==> config.mk <==
export PLATFORM = sky130hd
export DESIGN_NAME = sdram_init_seq_flat
export DESIGN_NICKNAME = d
export VERILOG_FILES = /design/src/rtl/sdram_init_seq_pkg.sv /design/src/rtl/sdram_init_seq_if.sv /design/src/rtl/sdram_init_seq_delay_cnt.sv /design/src/rtl/sdram_init_seq.sv /design/src/flat_wrapper.sv
export SDC_FILE = /design/constraint.sdc
export NUM_CORES = 1
export LEC_CHECK = 0
export BUFFER_PORTS_ARGS = -buffer_cell sky130_fd_sc_hd__buf_2
export CAP_MARGIN = 20
export CORE_MARGIN = 2
export CORE_UTILIZATION = 58
export DETAILED_ROUTE_END_ITERATION = 10
export PLACE_DENSITY = 0.84
export REMOVE_ABC_BUFFERS = 1
export SYNTH_ARGS = -nofsm -noshare
export SYNTH_HDL_FRONTEND = slang
export SYNTH_SLANG_ARGS = --single-unit
==> constraint.sdc <==
create_clock -name clk -period 4.8 [get_ports clk]
set_input_delay 0.96 -clock clk [delete_from_list [all_inputs] [get_ports clk]]
set_output_delay 0.96 -clock clk [all_outputs]
set_load 0.02 [all_outputs]
==> src/rtl/sdram_init_seq_pkg.sv <==
// Shared types and constants for the SDRAM power-up initialization sequencer.
package sdram_init_pkg;

    typedef enum logic [2:0] {
        S_WAIT,
        S_PRE,
        S_TRP,
        S_AREF,
        S_TRFC,
        S_MRS,
        S_TMRD,
        S_DONE
    } init_state_t;

    // Command pin encodings, ordered {cs_n, ras_n, cas_n, we_n}
    localparam logic [3:0] CMD_INHIBIT = 4'b1111;
    localparam logic [3:0] CMD_NOP     = 4'b0111;
    localparam logic [3:0] CMD_PRE     = 4'b0010;
    localparam logic [3:0] CMD_AREF    = 4'b0001;
    localparam logic [3:0] CMD_MRS     = 4'b0000;

    // A10 high selects precharge of all banks
    localparam logic [12:0] PRE_ALL_ADDR = 13'h0400;

    // Largest of the timing parameters, used to size the shared delay counter
    function automatic int max_of5(input int a, input int b, input int c,
                                   input int d, input int e);
        int m;
        m = a;
        if (b > m) m = b;
        if (c > m) m = c;
        if (d > m) m = d;
        if (e > m) m = e;
        return m;
    endfunction

endpackage

==> src/rtl/sdram_init_seq_if.sv <==
// Bundle between the controller and the init sequencer: configuration and
// re-init request in, SDRAM command pins and completion flag out.
interface sdram_init_seq_if;

    logic [12:0] cfg_mode_reg;
    logic        reinit;
    logic        sdr_cke;
    logic        sdr_cs_n;
    logic        sdr_ras_n;
    logic        sdr_cas_n;
    logic        sdr_we_n;
    logic [12:0] sdr_addr;
    logic [1:0]  sdr_ba;
    logic        init_done;

    // Controller side: supplies configuration, observes the pins
    modport master (
        output cfg_mode_reg, reinit,
        input  sdr_cke, sdr_cs_n, sdr_ras_n, sdr_cas_n, sdr_we_n,
               sdr_addr, sdr_ba, init_done
    );

    // Sequencer side: drives the pins
    modport slave (
        input  cfg_mode_reg, reinit,
        output sdr_cke, sdr_cs_n, sdr_ras_n, sdr_cas_n, sdr_we_n,
               sdr_addr, sdr_ba, init_done
    );

endinterface

==> src/rtl/sdram_init_seq_delay_cnt.sv <==
// Loadable down-counter that sticks at zero; one instance times every wait
// interval of the init sequence.
module sdram_delay_cnt #(
    parameter int              WIDTH   = 8,
    parameter logic [WIDTH-1:0] RST_VAL = '0
) (
    input  logic             clk,
    input  logic             rst,
    input  logic             load,
    input  logic [WIDTH-1:0] load_val,
    output logic [WIDTH-1:0] count,
    output logic             zero
);

    // Load has priority; otherwise count down and hold once zero is reached
    always_ff @(posedge clk or posedge rst) begin
        if (rst)
            count <= RST_VAL;
        else if (load)
            count <= load_val;
        else if (count != '0)
            count <= count - WIDTH'(1);
    end

    assign zero = (count == '0);

endmodule

==> src/rtl/sdram_init_seq.sv <==
// SDRAM power-up sequencer: NOP wait, precharge-all, N auto-refreshes,
// load-mode-register, then init_done hands the pins to the main controller.
// Pin registers are loaded from the next-state decode, so the pins always
// show the command of the state the FSM is currently in.
module sdram_init_seq
    import sdram_init_pkg::*;
#(
    parameter int T_PWR_CYC = 10000,
    parameter int T_RP      = 2,
    parameter int T_RFC     = 7,
    parameter int N_AREF    = 8,
    parameter int T_MRD     = 2
) (
    input  logic              clk,
    input  logic              rst,
    sdram_init_seq_if.slave   bus
);

    localparam int CNT_W = $clog2(max_of5(T_PWR_CYC, T_RP, T_RFC, N_AREF, T_MRD)) + 1;
    localparam int REF_W = $clog2(N_AREF + 1);

    // The command cycle itself is the first cycle of each interval, so the
    // counter is loaded on entry to the command state with interval-1 and
    // the following wait state runs until it reaches zero. The power-up wait
    // has no command cycle in front of it and therefore starts one higher.
    localparam logic [CNT_W-1:0] PWR_LOAD = CNT_W'(T_PWR_CYC);
    localparam logic [CNT_W-1:0] RP_LOAD  = CNT_W'(T_RP - 1);
    localparam logic [CNT_W-1:0] RFC_LOAD = CNT_W'(T_RFC - 1);
    localparam logic [CNT_W-1:0] MRD_LOAD = CNT_W'(T_MRD - 1);
    localparam logic [REF_W-1:0] N_AREF_V = REF_W'(N_AREF);

    init_state_t      state;
    init_state_t      next_state;
    logic [REF_W-1:0] ref_cnt;
    logic             cnt_load;
    logic [CNT_W-1:0] cnt_load_val;
    logic [CNT_W-1:0] cnt_count;
    logic             cnt_zero;
    logic [3:0]       cmd_d;
    logic [12:0]      addr_d;
    logic             init_done_d;

    sdram_delay_cnt #(
        .WIDTH   (CNT_W),
        .RST_VAL (PWR_LOAD)
    ) u_delay (
        .clk      (clk),
        .rst      (rst),
        .load     (cnt_load),
        .load_val (cnt_load_val),
        .count    (cnt_count),
        .zero     (cnt_zero)
    );

    // State register plus refresh tally, cleared at the start of each sequence
    always_ff @(posedge clk or posedge rst) begin
        if (rst) begin
            state   <= S_WAIT;
            ref_cnt <= '0;
        end else begin
            state <= next_state;
            if (next_state == S_PRE)
                ref_cnt <= '0;
            else if (state == S_AREF)
                ref_cnt <= ref_cnt + REF_W'(1);
        end
    end

    // Sequence progression; every state leaves once its interval has expired
    always_comb begin
        next_state = state;
        case (state)
            S_WAIT: if (cnt_zero) next_state = S_PRE;
            S_PRE:  next_state = cnt_zero ? S_AREF : S_TRP;
            S_TRP:  if (cnt_zero) next_state = S_AREF;
            S_AREF: begin
                if (!cnt_zero)
                    next_state = S_TRFC;
                else if ((ref_cnt + REF_W'(1)) < N_AREF_V)
                    next_state = S_AREF;
                else
                    next_state = S_MRS;
            end
            S_TRFC: if (cnt_zero) next_state = (ref_cnt < N_AREF_V) ? S_AREF : S_MRS;
            S_MRS:  next_state = cnt_zero ? S_DONE : S_TMRD;
            S_TMRD: if (cnt_zero) next_state = S_DONE;
            S_DONE: if (bus.reinit) next_state = S_PRE;
            default: next_state = S_WAIT;
        endcase
    end

    // Pin values and counter reload for the state being entered
    always_comb begin
        cmd_d        = CMD_NOP;
        addr_d       = '0;
        init_done_d  = 1'b0;
        cnt_load     = 1'b0;
        cnt_load_val = '0;
        case (next_state)
            S_PRE: begin
                cmd_d        = CMD_PRE;
                addr_d       = PRE_ALL_ADDR;
                cnt_load     = 1'b1;
                cnt_load_val = RP_LOAD;
            end
            S_AREF: begin
                cmd_d        = CMD_AREF;
                cnt_load     = 1'b1;
                cnt_load_val = RFC_LOAD;
            end
            S_MRS: begin
                cmd_d        = CMD_MRS;
                addr_d       = bus.cfg_mode_reg;
                cnt_load     = 1'b1;
                cnt_load_val = MRD_LOAD;
            end
            S_DONE: init_done_d = 1'b1;
            default: ;
        endcase
    end

    // Registered pins; reset parks the bus in INHIBIT with the clock disabled
    always_ff @(posedge clk or posedge rst) begin
        if (rst) begin
            bus.sdr_cke   <= 1'b0;
            {bus.sdr_cs_n, bus.sdr_ras_n, bus.sdr_cas_n, bus.sdr_we_n} <= CMD_INHIBIT;
            bus.sdr_addr  <= '0;
            bus.sdr_ba    <= '0;
            bus.init_done <= 1'b0;
        end else begin
            bus.sdr_cke   <= 1'b1;
            {bus.sdr_cs_n, bus.sdr_ras_n, bus.sdr_cas_n, bus.sdr_we_n} <= cmd_d;
            bus.sdr_addr  <= addr_d;
            bus.sdr_ba    <= '0;
            bus.init_done <= init_done_d;
        end
    end

endmodule

==> src/flat_wrapper.sv <==
// flat-port wrapper written by rule: the top's interface ports become plain ports
module sdram_init_seq_flat import sdram_init_pkg::*;
#(
    parameter int T_PWR_CYC = 10000,
    parameter int T_RP      = 2,
    parameter int T_RFC     = 7,
    parameter int N_AREF    = 8,
    parameter int T_MRD     = 2
)
  (clk, rst, bus_cfg_mode_reg, bus_reinit, bus_sdr_cke, bus_sdr_cs_n, bus_sdr_ras_n, bus_sdr_cas_n, bus_sdr_we_n, bus_sdr_addr, bus_sdr_ba, bus_init_done);
  sdram_init_seq_if bus_i ();
  input  logic clk;
  input  logic rst;
  input wire logic [$bits(bus_i.cfg_mode_reg)-1:0] bus_cfg_mode_reg;
  input wire logic [$bits(bus_i.reinit)-1:0] bus_reinit;
  output wire logic [$bits(bus_i.sdr_cke)-1:0] bus_sdr_cke;
  output wire logic [$bits(bus_i.sdr_cs_n)-1:0] bus_sdr_cs_n;
  output wire logic [$bits(bus_i.sdr_ras_n)-1:0] bus_sdr_ras_n;
  output wire logic [$bits(bus_i.sdr_cas_n)-1:0] bus_sdr_cas_n;
  output wire logic [$bits(bus_i.sdr_we_n)-1:0] bus_sdr_we_n;
  output wire logic [$bits(bus_i.sdr_addr)-1:0] bus_sdr_addr;
  output wire logic [$bits(bus_i.sdr_ba)-1:0] bus_sdr_ba;
  output wire logic [$bits(bus_i.init_done)-1:0] bus_init_done;
  assign bus_i.cfg_mode_reg = bus_cfg_mode_reg;
  assign bus_i.reinit = bus_reinit;
  assign bus_sdr_cke = bus_i.sdr_cke;
  assign bus_sdr_cs_n = bus_i.sdr_cs_n;
  assign bus_sdr_ras_n = bus_i.sdr_ras_n;
  assign bus_sdr_cas_n = bus_i.sdr_cas_n;
  assign bus_sdr_we_n = bus_i.sdr_we_n;
  assign bus_sdr_addr = bus_i.sdr_addr;
  assign bus_sdr_ba = bus_i.sdr_ba;
  assign bus_init_done = bus_i.init_done;
  sdram_init_seq #(.T_PWR_CYC(T_PWR_CYC), .T_RP(T_RP), .T_RFC(T_RFC), .N_AREF(N_AREF), .T_MRD(T_MRD)) u_core (.clk(clk), .rst(rst), .bus(bus_i));
endmodule
* Word-level counts from Yosys, hierarchy flattened
Cells that the tools add are included.
** Word-level totals
- Register bits after elaboration :: 41
- Bits of input ports :: 16
- Output and inout port bits :: 21
- Word-level logic and storage cells :: 52
** Operators by class
- Add/sub/neg operators :: 2
- Order comparisons :: 2
- Equal/unequal tests :: 11
- Multiplexer cells :: 20
- Reduce and logical (&&, ||, !) cells :: 7
** Operator list (count)
- 2-to-1 mux 15 bit :: 2
- case mux 13 bit (2 select lines) :: 1
- 2-to-1 mux 3 bit :: 8
- case mux 3 bit (8 select lines) :: 1
- == test 3 bit (second input constant) :: 6
- zero test 15 bit :: 1
- nonzero test 15 bit :: 1
- subtractor 15 x 1 -> 15 bit (second input constant) :: 1
- == test 3 x 2 -> 1 bit (second input constant) :: 3
- case mux 3 bit (3 select lines) :: 1
- less-than comparator 4 bit (second input constant) :: 2
- 2-to-1 mux 4 bit :: 2
- == test 3 x 1 -> 1 bit (second input constant) :: 2
- case mux 3 bit (2 select lines) :: 1
- adder 4 x 1 -> 4 bit (second input constant) :: 1
- 2-to-1 mux 1 bit :: 4
- nonzero test 2 bit :: 2
- zero test 3 bit :: 1
- OR reduction 3 bit :: 1
- OR reduction 2 bit :: 1

* Longest topological paths before layout
Gate-level depths: netlist of the first run.
- Depth after elaboration :: 9
- Gate-level depth with buffers :: 9
- Gate-level depth less buffers :: 8

* Hierarchy
From an unflattened synthesis of the first run, not the netlist that was laid out.
** Second synthesis, totals
- Cells, all modules :: 185
- Area total of the unflattened synthesis :: 2023.2 µm²
** By module, submodules not included
- sdram_init_seq :: instances 1, cells each 97, area each 1144.8 µm², seq. area each 655.6 µm²
- sdram_delay_cnt :: instances 1, cells each 88, area each 878.3 µm², seq. area each 381.6 µm²

* Worst setup path after synthesis of the first run
OpenSTA, ideal clock, no wires.
- Kind :: reg-to-reg
- Start :: register u_core.u_delay.count[3]
- End :: register u_core.u_delay.count[13]
- Setup time :: 73 ps
- Data arrival time :: 2008 ps
- Data required time :: 4727 ps
- Setup slack :: 2719 ps
- Cell stages (with the launch flop) :: 7
- Path buffers :: 1
- Period minus slack after synthesis :: 2081 ps
- Cell sequence :: dfrtp_1 -> or4_1 -> buf_2 -> or2_1 -> a211o_1 -> or3_1 -> a21oi_1
** On the way
- Cells in the longest elaborated chain, start to end :: 7
- Elaborated cells on any way between the ends :: 19
- Those cells by class :: add/sub: 1; eq/ne: 3; mux: 11; reduce/logical: 4
** Ends and longest elaborated chain
- start, declared :: RTL line sdram_init_seq_delay_cnt.sv:11 : output logic [WIDTH-1:0] count,
- start signal, assigned :: RTL line sdram_init_seq_delay_cnt.sv:20 : count <= load_val;
- start signal, assigned :: RTL line sdram_init_seq_delay_cnt.sv:22 : count <= count - WIDTH'(1);
- zero test 15 bit :: RTL line sdram_init_seq_delay_cnt.sv:25 : assign zero = (count == '0);
- 2-to-1 mux 3 bit, or another cell as far along :: RTL line sdram_init_seq.sv:86 : S_TMRD: if (cnt_zero) next_state = S_DONE;
- case mux 3 bit (8 select lines) :: RTL line sdram_init_seq.sv:72 : case (state)
- == test 3 x 2 -> 1 bit, or another cell as far along :: RTL line sdram_init_seq.sv:99 : case (next_state)
- OR reduction 3 bit (no line)
- 2-to-1 mux 1 bit :: RTL line sdram_init_seq.sv:99
- 2-to-1 mux 15 bit or nonzero test 2 bit (tied branches)
Several ways; a longest one is shown, not always the timed one. The select of a mux whose other input is x is not followed.
A chain may end at the register's enable or synchronous reset.

* Worst setup path in the final report of the first run
- Start :: register u_core.u_delay.count[11]
- End :: register u_core.u_delay.count[3]
** On the way
- Cells in the longest elaborated chain, start to end :: 7
- Elaborated cells on any way between the ends :: 17
- Those cells by class :: eq/ne: 3; mux: 10; reduce/logical: 4
** Ends and longest elaborated chain
- zero test 15 bit * :: RTL line sdram_init_seq_delay_cnt.sv:25
- 2-to-1 mux 3 bit, or another cell as far along :: RTL line sdram_init_seq.sv:86
- case mux 3 bit (8 select lines) * :: RTL line sdram_init_seq.sv:72
- via u_core.next_state[0] :: RTL line sdram_init_seq.sv:33 : init_state_t next_state;
- == test 3 x 2 -> 1 bit, or another cell as far along :: RTL line sdram_init_seq.sv:99
- OR reduction 3 bit (no line) *
- 2-to-1 mux 1 bit * :: RTL line sdram_init_seq.sv:99
- 2-to-1 mux 15 bit or nonzero test 2 bit (tied branches)
Mark *: on every way through the listed nets, which the timed path passes. The rest lies on a longest branch.

==> metrics.md, run 1 <==
| Metric | Value |
|---|---|
| Initial core utilization | `60.21%` |
| Tightest Pin Transition | `514.8 ps` |
| Critical Path AT | `2700 ps` |
| Clock Tree Buf Depth | `2` |
| GRT Overall Usage | `22.64%` |
| # port buffers | `34` |
| Crit end category | `flip-flop` |
| Core area | `3028 sq um` |
| Initial drt markers | `59` |
| Pleak | `0.9415 nW` |
| Filler Cell Count | `247` |
| Max_cap viols | `0` |
| Cts hold-fix bufs | `0` |
| Synth async-reset ratio | `100.0%` |
| Largest net degree at the start of global routing | `42` |
| YS warnings | `0` |
| EDFF count, synth | `0` |
| # diodes | `0` |
| RSZ-0062 raised after global routing | `false` |
| R2r startpoint | `u_core.u_delay.count[11]$_DFFE_PP0P_` |
| Cell Area, Placed | `2031 sq um` |
| Synth Register Bits | `41` |
| Height of the die | `60.07 microns` |
| Routed vias/inst | `5.504` |
| Kind of critical path | `flip-flop to flip-flop` |
| Post-synth top flop | `dfrtp_1` |
| Startpoint types | `flip-flop` |
| Synth top area share | `43.93%` |
| Met2 GRT Util | `37.42%` |
| # DRC | `0` |
| Worst Hold Class | `flip-flop to flip-flop` |
| Via count | `1409` |
| Worst Path Max Fanout | `13` |
| Final setup vio count | `0` |
| Max rail drop VDD | `0.2102 mV` |
| Sequential area share after synthesis | `56.90%` |
| DRT antenna net count | `0` |
| Post-Synthesis Cells | `173` |
| Post-CTS setup buffer count | `0` |
| Origin of the worst min-delay path | `u_core.u_delay.count[14]$_DFFE_PP0P_` |
| Design area | `2120 sq um` |
| CTS tree | `built` |
| Drt wl/cell | `13.74 microns` |
| Setup TNS | `0 ps` |
| FMAX | `406.0 MHz` |
| Share of cells above drive strength 1 | `26.89%` |
| Die W | `60.07 microns` |
| Grt ovf | `0` |
| Antenna violations before repair | `0` |
| Crit path buffers/inverters | `1` |
| CP required | `5030 ps` |
| Min Hold Slack | `526.1 ps` |
| Post-cts sizing count | `0` |
| Yosys top cell by area | `dfrtp_1` |
| Critical Path, Cell by Cell | `or4_1 -> nor2_2 -> a21boi_1 -> inv_1 -> o21a_1 -> nor2_1` |
| Vias in the first global route | `1400` |
| Drt pass-1 iters | `4` |
| Num CTS Buffers | `5` |
| Critical path's largest stage delay | `660 ps` |
| Clock sink count | `41` |
| Post-Route WL | `3517 microns` |
| Pwr/cell area | `283.0 nW/um^2` |
| Root Driver | `clkbuf_4` |
| Nets | `229` |
| Global-route wire length before repair | `5947 microns` |
| # IOs | `37` |
| Final period util | `51.31%` |
| Worst-path clk slew | `130 ps` |
| Fin. Hold Viols | `0` |
| Final Wtd Congestion | `1.023` |
| Minimum clock period | `2463 ps` |
| Area Growth Syn to Fin | `16.27%` |
| Critical Path Start | `u_core.u_delay.count[11]$_DFFE_PP0P_` |
| Max Clock Skew | `10.99 ps` |
| Syn Std Cell Area | `1823 sq um` |
| Met3 global-route usage | `9.957%` |
| Ranking of synthesized cells by area | `dfrtp_1 (44%), dfstp_2 (13%), and2_1 (4.8%)` |
| Max transition margin | `64.79%` |
| Crit path max-delay family | `simple AND/OR/NAND/NOR gates` |
| Synth cell types | `40` |
| Post-route insts no fill | `256` |
| H-tree depth | `2` |
| Status | `completed` |
| R2r setup slk | `2340 ps` |
| DIE AREA | `3608 sq um` |
| Busiest grt layer | `met2` |
| Placed cell count | `248` |
| Met1 Usage GRT | `26.21%` |
| Clk Latency, worst-skew pair | `360 ps` |
| Slowest CP cell | `or4_1` |
| Final Max Tran Viols | `0` |
| Average size of a mapped cell | `10.54 sq um` |
| Post-DP HPWL | `2552 microns` |
| FP Rows | `20` |
[layout make-up]
| cell class | instances | area (sq um) | share of cell area [%] |
|---|---|---|---|
| clock inverters | 2 | 37.54 | 1.771 |
| multi-input cells | 122 | 738.2 | 34.83 |
| flip-flops and latches | 41 | 1037 | 48.94 |
| repair buffers | 35 | 177.7 | 8.383 |
| well taps | 44 | 55.05 | 2.597 |
| clock buffers | 6 | 51.30 | 2.420 |
| inverters | 6 | 22.52 | 1.063 |
[tightest hold or removal path: stages, from the launching register on]
cell and delay, ps:
dfrtp_1 400, o31ai_1 70, nor2_1 40
[metal layers]
metal | vias to the layer above | part of all wire [%]
met4 | 0 | 0.48
met1 | 684 | 40
met5 | - | 0
met3 | 2 | 7.7
met2 | 57 | 52
li1 | 666 | -
[through the flow]
step	setup slack, ps	total power, W	utilization (%)
4_1_cts	2361	0.0006070	70.00
6_report	2337	0.0005998	70.00
5_1_grt	2201	0.0006209	70.00
2_1_floorplan	2723	0.0003614	-
3_5_place_dp	2410	0.0003701	67.07
3_3_place_gp	2481	0.0003696	67.07
[cell usage after synthesis (all sizes together) (2+ instances only)]
cell type and instances:
dfrtp 32, nor2 18, and2 14, xnor2 10
dfstp 9, nor3 9, o21ai 9, or3 9
a21oi 8, nand2 7, inv 6, buf 4
nand3 4, o21a 4, or2 3, a2111oi 2
clkbuf 2, conb 2, ha 2, nand2b 2
nor4 2, or4 2, xor2 2
[sequential cells by signal (all words and copies together) (netlist names)]
| name | cells |
|---|---|
| u_core.ref_cnt | 4 |
| u_core.bus.sdr_cas_n | 1 |
| u_core.state | 3 |
| u_core.bus.sdr_cs_n | 1 |
| u_core.bus.sdr_addr | 13 |
| u_core.bus.init_done | 1 |
| u_core.bus.sdr_cke | 1 |
| u_core.bus.sdr_we_n | 1 |
| u_core.bus.sdr_ras_n | 1 |
| u_core.u_delay.count | 15 |
[worst paths after layout]
| kind | endpoint | cells past startpoint |
|---|---|---|
| max | u_core.u_delay.count[3]$_DFFE_PP0P_ | 6 |
| min reg2reg | u_core.u_delay.count[14]$_DFFE_PP0P_ | 2 |
| min | u_core.u_delay.count[14]$_DFFE_PP0P_ | 2 |
| max in group asynchronous | u_core.bus.sdr_cas_n$_DFF_PP1_ | 3 |
| min in group asynchronous | u_core.bus.sdr_addr[10]$_DFF_PP0_ | 3 |
| max reg2reg | u_core.u_delay.count[3]$_DFFE_PP0P_ | 6 |
[cells in the final DEF, fill, tap and decap left out, drive strengths merged, types with 3 or more instances in the layout]
| cell | Yosys | layout |
|---|---|---|
| inv | 6 | 6 |
| dfstp | 9 | 9 |
| and2 | 14 | 14 |
| nand2 | 7 | 7 |
| o21ai | 9 | 9 |
| nor2 | 18 | 18 |
| buf | 4 | 35 |
| nor3 | 9 | 9 |
| o21a | 4 | 4 |
| clkbuf | 2 | 6 |
| or2 | 3 | 3 |
| dfrtp | 32 | 32 |
| conb | 2 | 4 |
| a21oi | 8 | 8 |
| xnor2 | 10 | 10 |
| or3 | 9 | 9 |
| nand3 | 4 | 4 |
[report_power, final]
group	internal [W]	switching (W)	total (W)	leakage (nW)
sequential	0.000347	0.000000147	0.000347	0.493
combinational	0.00000551	0.0000108	0.0000163	0.404
clock	0.000124	0.000113	0.000237	0.0445
[cells by family after synthesis]
kind of cell    synth area share (%)
fa+ha+maj                      1.372
compound gates                 10.98
buf+inv                        3.020
flops                          56.90
xor+xnor                       5.765
other cells                   0.4120
simple gates                   21.55
Note: power is estimated with default switching activity, not from simulation.
==> run 2, diff against run 1 <==
CORE_UTILIZATION = 53   (was 58)
PLACE_DENSITY = 0.77   (was 0.84)
clock period = 2.33 ns   (was 4.8 ns; I/O delays follow)
==> run 2 against run 1 <==
First-iteration DRC count is 14% lower. Cell count is 2.3% higher. Non-clock buffer count is 4 higher. Design area rose by 2.5%. Setup slack got worse by 2200 ps. Hold slack got worse by 310 ps. Sequential power up 110%. Critical path depth down 1. Largest power group unchanged.
==> metrics.md, run 2 (synthesis gave the netlist of run 1 again) <==
| Metric | Value |
|---|---|
| Kind of critical path | `flip-flop to flip-flop` |
| R2r setup slk | `180 ps (-2160 ps)` |
| Pleak | `0.9674 nW (+2.8%)` |
| Via count | `1360 (-3.5%)` |
| # DRC | `0 (unchanged)` |
| Cell Area, Placed | `2076 sq um (+2.2%)` |
| Core area | `3311 sq um (+9.3%)` |
| FP Rows | `21 (+5.0%)` |
| DIE AREA | `3925 sq um (+8.8%)` |
| Grt ovf | `0 (unchanged)` |
| Initial core utilization | `55.06% (-5.1 points)` |
| Final setup vio count | `0 (unchanged)` |
| GRT Overall Usage | `19.14% (-3.5 points)` |
| Max reg flops | `15 (unchanged)` |
| Met1 Usage GRT | `21.84% (-4.4 points)` |
| Top reg by flops | `u_core.u_delay.count` |
| Num CTS Buffers | `5 (unchanged)` |
| R2R cell count | `5 (-1)` |
| Drt pass-1 iters | `4 (unchanged)` |
| Fin. Hold Viols | `0 (unchanged)` |
| Worst Hold Class | `input pin to asynchronous set/reset pin` |
| Post-CTS setup buffer count | `0 (unchanged)` |
| Met3 global-route usage | `7.027% (-2.9 points)` |
| Crit path buffers/inverters | `0 (-1)` |
| Crit end category | `flip-flop` |
| Largest registers | `u_core.u_delay.count (15), u_core.bus.sdr_addr (13), u_core.ref_cnt (4)` |
| Worst Path Max Fanout | `7 (-6)` |
| Share of cells above drive strength 1 | `29.17% (+2.3 points)` |
| Critical Path Start | `u_core.u_delay.count[3]$_DFFE_PP0P_` |
| Area Growth Syn to Fin | `19.22%` |
| Clk Latency, worst-skew pair | `350 ps (about the same)` |
| Critical path's largest stage delay | `600 ps (-60 ps)` |
| Die W | `62.65 microns (+4.3%)` |
| Critical Path End | `u_core.u_delay.count[13]$_DFFE_PP1P_` |
| Setup TNS | `0 ps (unchanged)` |
| Root Driver | `clkbuf_4` |
| Minimum clock period | `2150 ps (-312.6 ps)` |
| Max_cap viols | `0 (unchanged)` |
| Cts hold-fix bufs | `0 (unchanged)` |
| Nets | `233 (+1.7%)` |
| # diodes | `0 (unchanged)` |
| Status | `completed` |
| Global-route wire length before repair | `5837 microns (-1.8%)` |
| Design area | `2173 sq um (+2.5%)` |
| Post-Route WL | `3301 microns (-6.1%)` |
| Final Max Tran Viols | `0 (unchanged)` |
| Largest net degree at the start of global routing | `42 (unchanged)` |
| Crit path max-delay family | `simple AND/OR/NAND/NOR gates` |
| Critical R2R Capture | `u_core.u_delay.count[13]$_DFFE_PP1P_` |
| Post-DP HPWL | `2461 microns (-3.6%)` |
| Routed vias/inst | `5.191 (-5.7%)` |
| Met2 GRT Util | `31.99% (-5.4 points)` |
| CP required | `2620 ps (-2410 ps)` |
| Max transition margin | `64.53% (-0.26 points)` |
| Drt wl/cell | `12.60 microns (-8.3%)` |
| Pwr/cell area | `565.7 nW/um^2 (+100%)` |
| Worst-path clk slew | `120 ps (about the same)` |
| Busiest grt layer | `met2` |
| Final period util | `92.29% (+41 points)` |
| DRT antenna net count | `0 (unchanged)` |
| R2r startpoint | `u_core.u_delay.count[3]$_DFFE_PP0P_` |
| Clock Tree Buf Depth | `2 (unchanged)` |
| Initial drt markers | `51 (-14%)` |
| # IOs | `37 (unchanged)` |
| Final Wtd Congestion | `0.8669 (-15%)` |
| Max rail drop VDD | `0.4044 mV (+92%)` |
| Critical Path, Cell by Cell | `or4_4 -> or2_1 -> a211o_1 -> or3_1 -> a21oi_1` |
| Clock sink count | `41 (unchanged)` |
| Commonest non-fill, non-tap cell in the layout | `buf_2` |
| H-tree depth | `2 (unchanged)` |
| Slowest CP cell | `or4_4` |
| WP depth | `5 (-1)` |
| Vias in the first global route | `1397 (-0.21%)` |
| Critical Path AT | `2440 ps (-260 ps)` |
| Commonest cells after routing, fill and taps aside | `buf_2 (34), dfrtp_1 (32), nor2_1 (17)` |
| Height of the die | `62.65 microns (+4.3%)` |
| CTS tree | `built` |
| # port buffers | `34 (unchanged)` |
| Startpoint types | `flip-flop` |
| FMAX | `465.0 MHz (+15%)` |
| Antenna violations before repair | `0 (unchanged)` |
| Tightest Pin Transition | `518.6 ps (+3.824 ps)` |
| RSZ-0062 raised after global routing | `false` |
| Max Clock Skew | `2.820 ps (-8.173 ps)` |
[run 2: changes by cell type in the layout (fill, tap and decap cells not counted), sizes merged]
cell,delta
buf,+4
[run 2: layout make-up]
cell class                      instances  area [sq um]
Timing Repair Buffer                   39         220.2
Clock buffer                            6         51.30
Clock inverter                          2         37.54
Fill cell                             282          1137
Multi-Input combinational cell        122         747.0
Sequential cell                        41          1037
Inverter                                6         22.52
Tap cell                               46         57.56
[run 2: worst min path at each step]
stage	from	depth (start not counted)	slack, ps	end
floorplan	u_core.u_delay.count[13]$_DFFE_PP1P_	2	480	u_core.u_delay.count[13]$_DFFE_PP1P_
global placement	u_core.u_delay.count[13]$_DFFE_PP1P_	2	480	u_core.u_delay.count[13]$_DFFE_PP1P_
detailed placement	u_core.u_delay.count[13]$_DFFE_PP1P_	2	500	u_core.u_delay.count[13]$_DFFE_PP1P_
CTS	rst	3	220	u_core.bus.sdr_addr[1]$_DFF_PP0_
global route	rst	3	250	u_core.bus.sdr_addr[1]$_DFF_PP0_
finish	rst	3	210	u_core.bus.sdr_addr[12]$_DFF_PP0_
[run 2: routing by layer]
layer | vias up | routed length (microns)
met3 | 8 | 205
met5 | - | 0
li1 | 669 | -
met1 | 647 | 1414
met2 | 36 | 1600
met4 | 0 | 80
[run 2: power by group]
| group | switching (W) | internal (W) |
|---|---|---|
| Sequential | 0.000000370 | 0.000715 |
| Clock | 0.000227 | 0.000255 |
| Combinational | 0.0000214 | 0.0000113 |
[run 2: through the flow]
step | setup slack, ps | std cells | hold slack [ps] | total power (W) | utilization, %
detailed placement | 118.5 | 254 | 504.3 | 0.0007618 | 62.70
floorplan | 253.2 | 169 | 476.2 | 0.0007444 | -
global placement | 177.6 | 254 | 483.5 | 0.0007614 | 62.70
CTS | 98.12 | 262 | 216.3 | 0.001242 | 65.38
global route | 92.73 | 262 | 245.4 | 0.001285 | 65.65
finish | 179.6 | 262 | 213.5 | 0.001229 | 65.65
[run 2: timing repair]
item	CTS	global route
setup endpoints to repair	0	4
hold endpoints to repair	0	0
resized for setup	0	2
[run 2: worst min-delay path, stage by stage]
cell and delay, ps:
buf_2 100, inv_1 40, buf_4 410
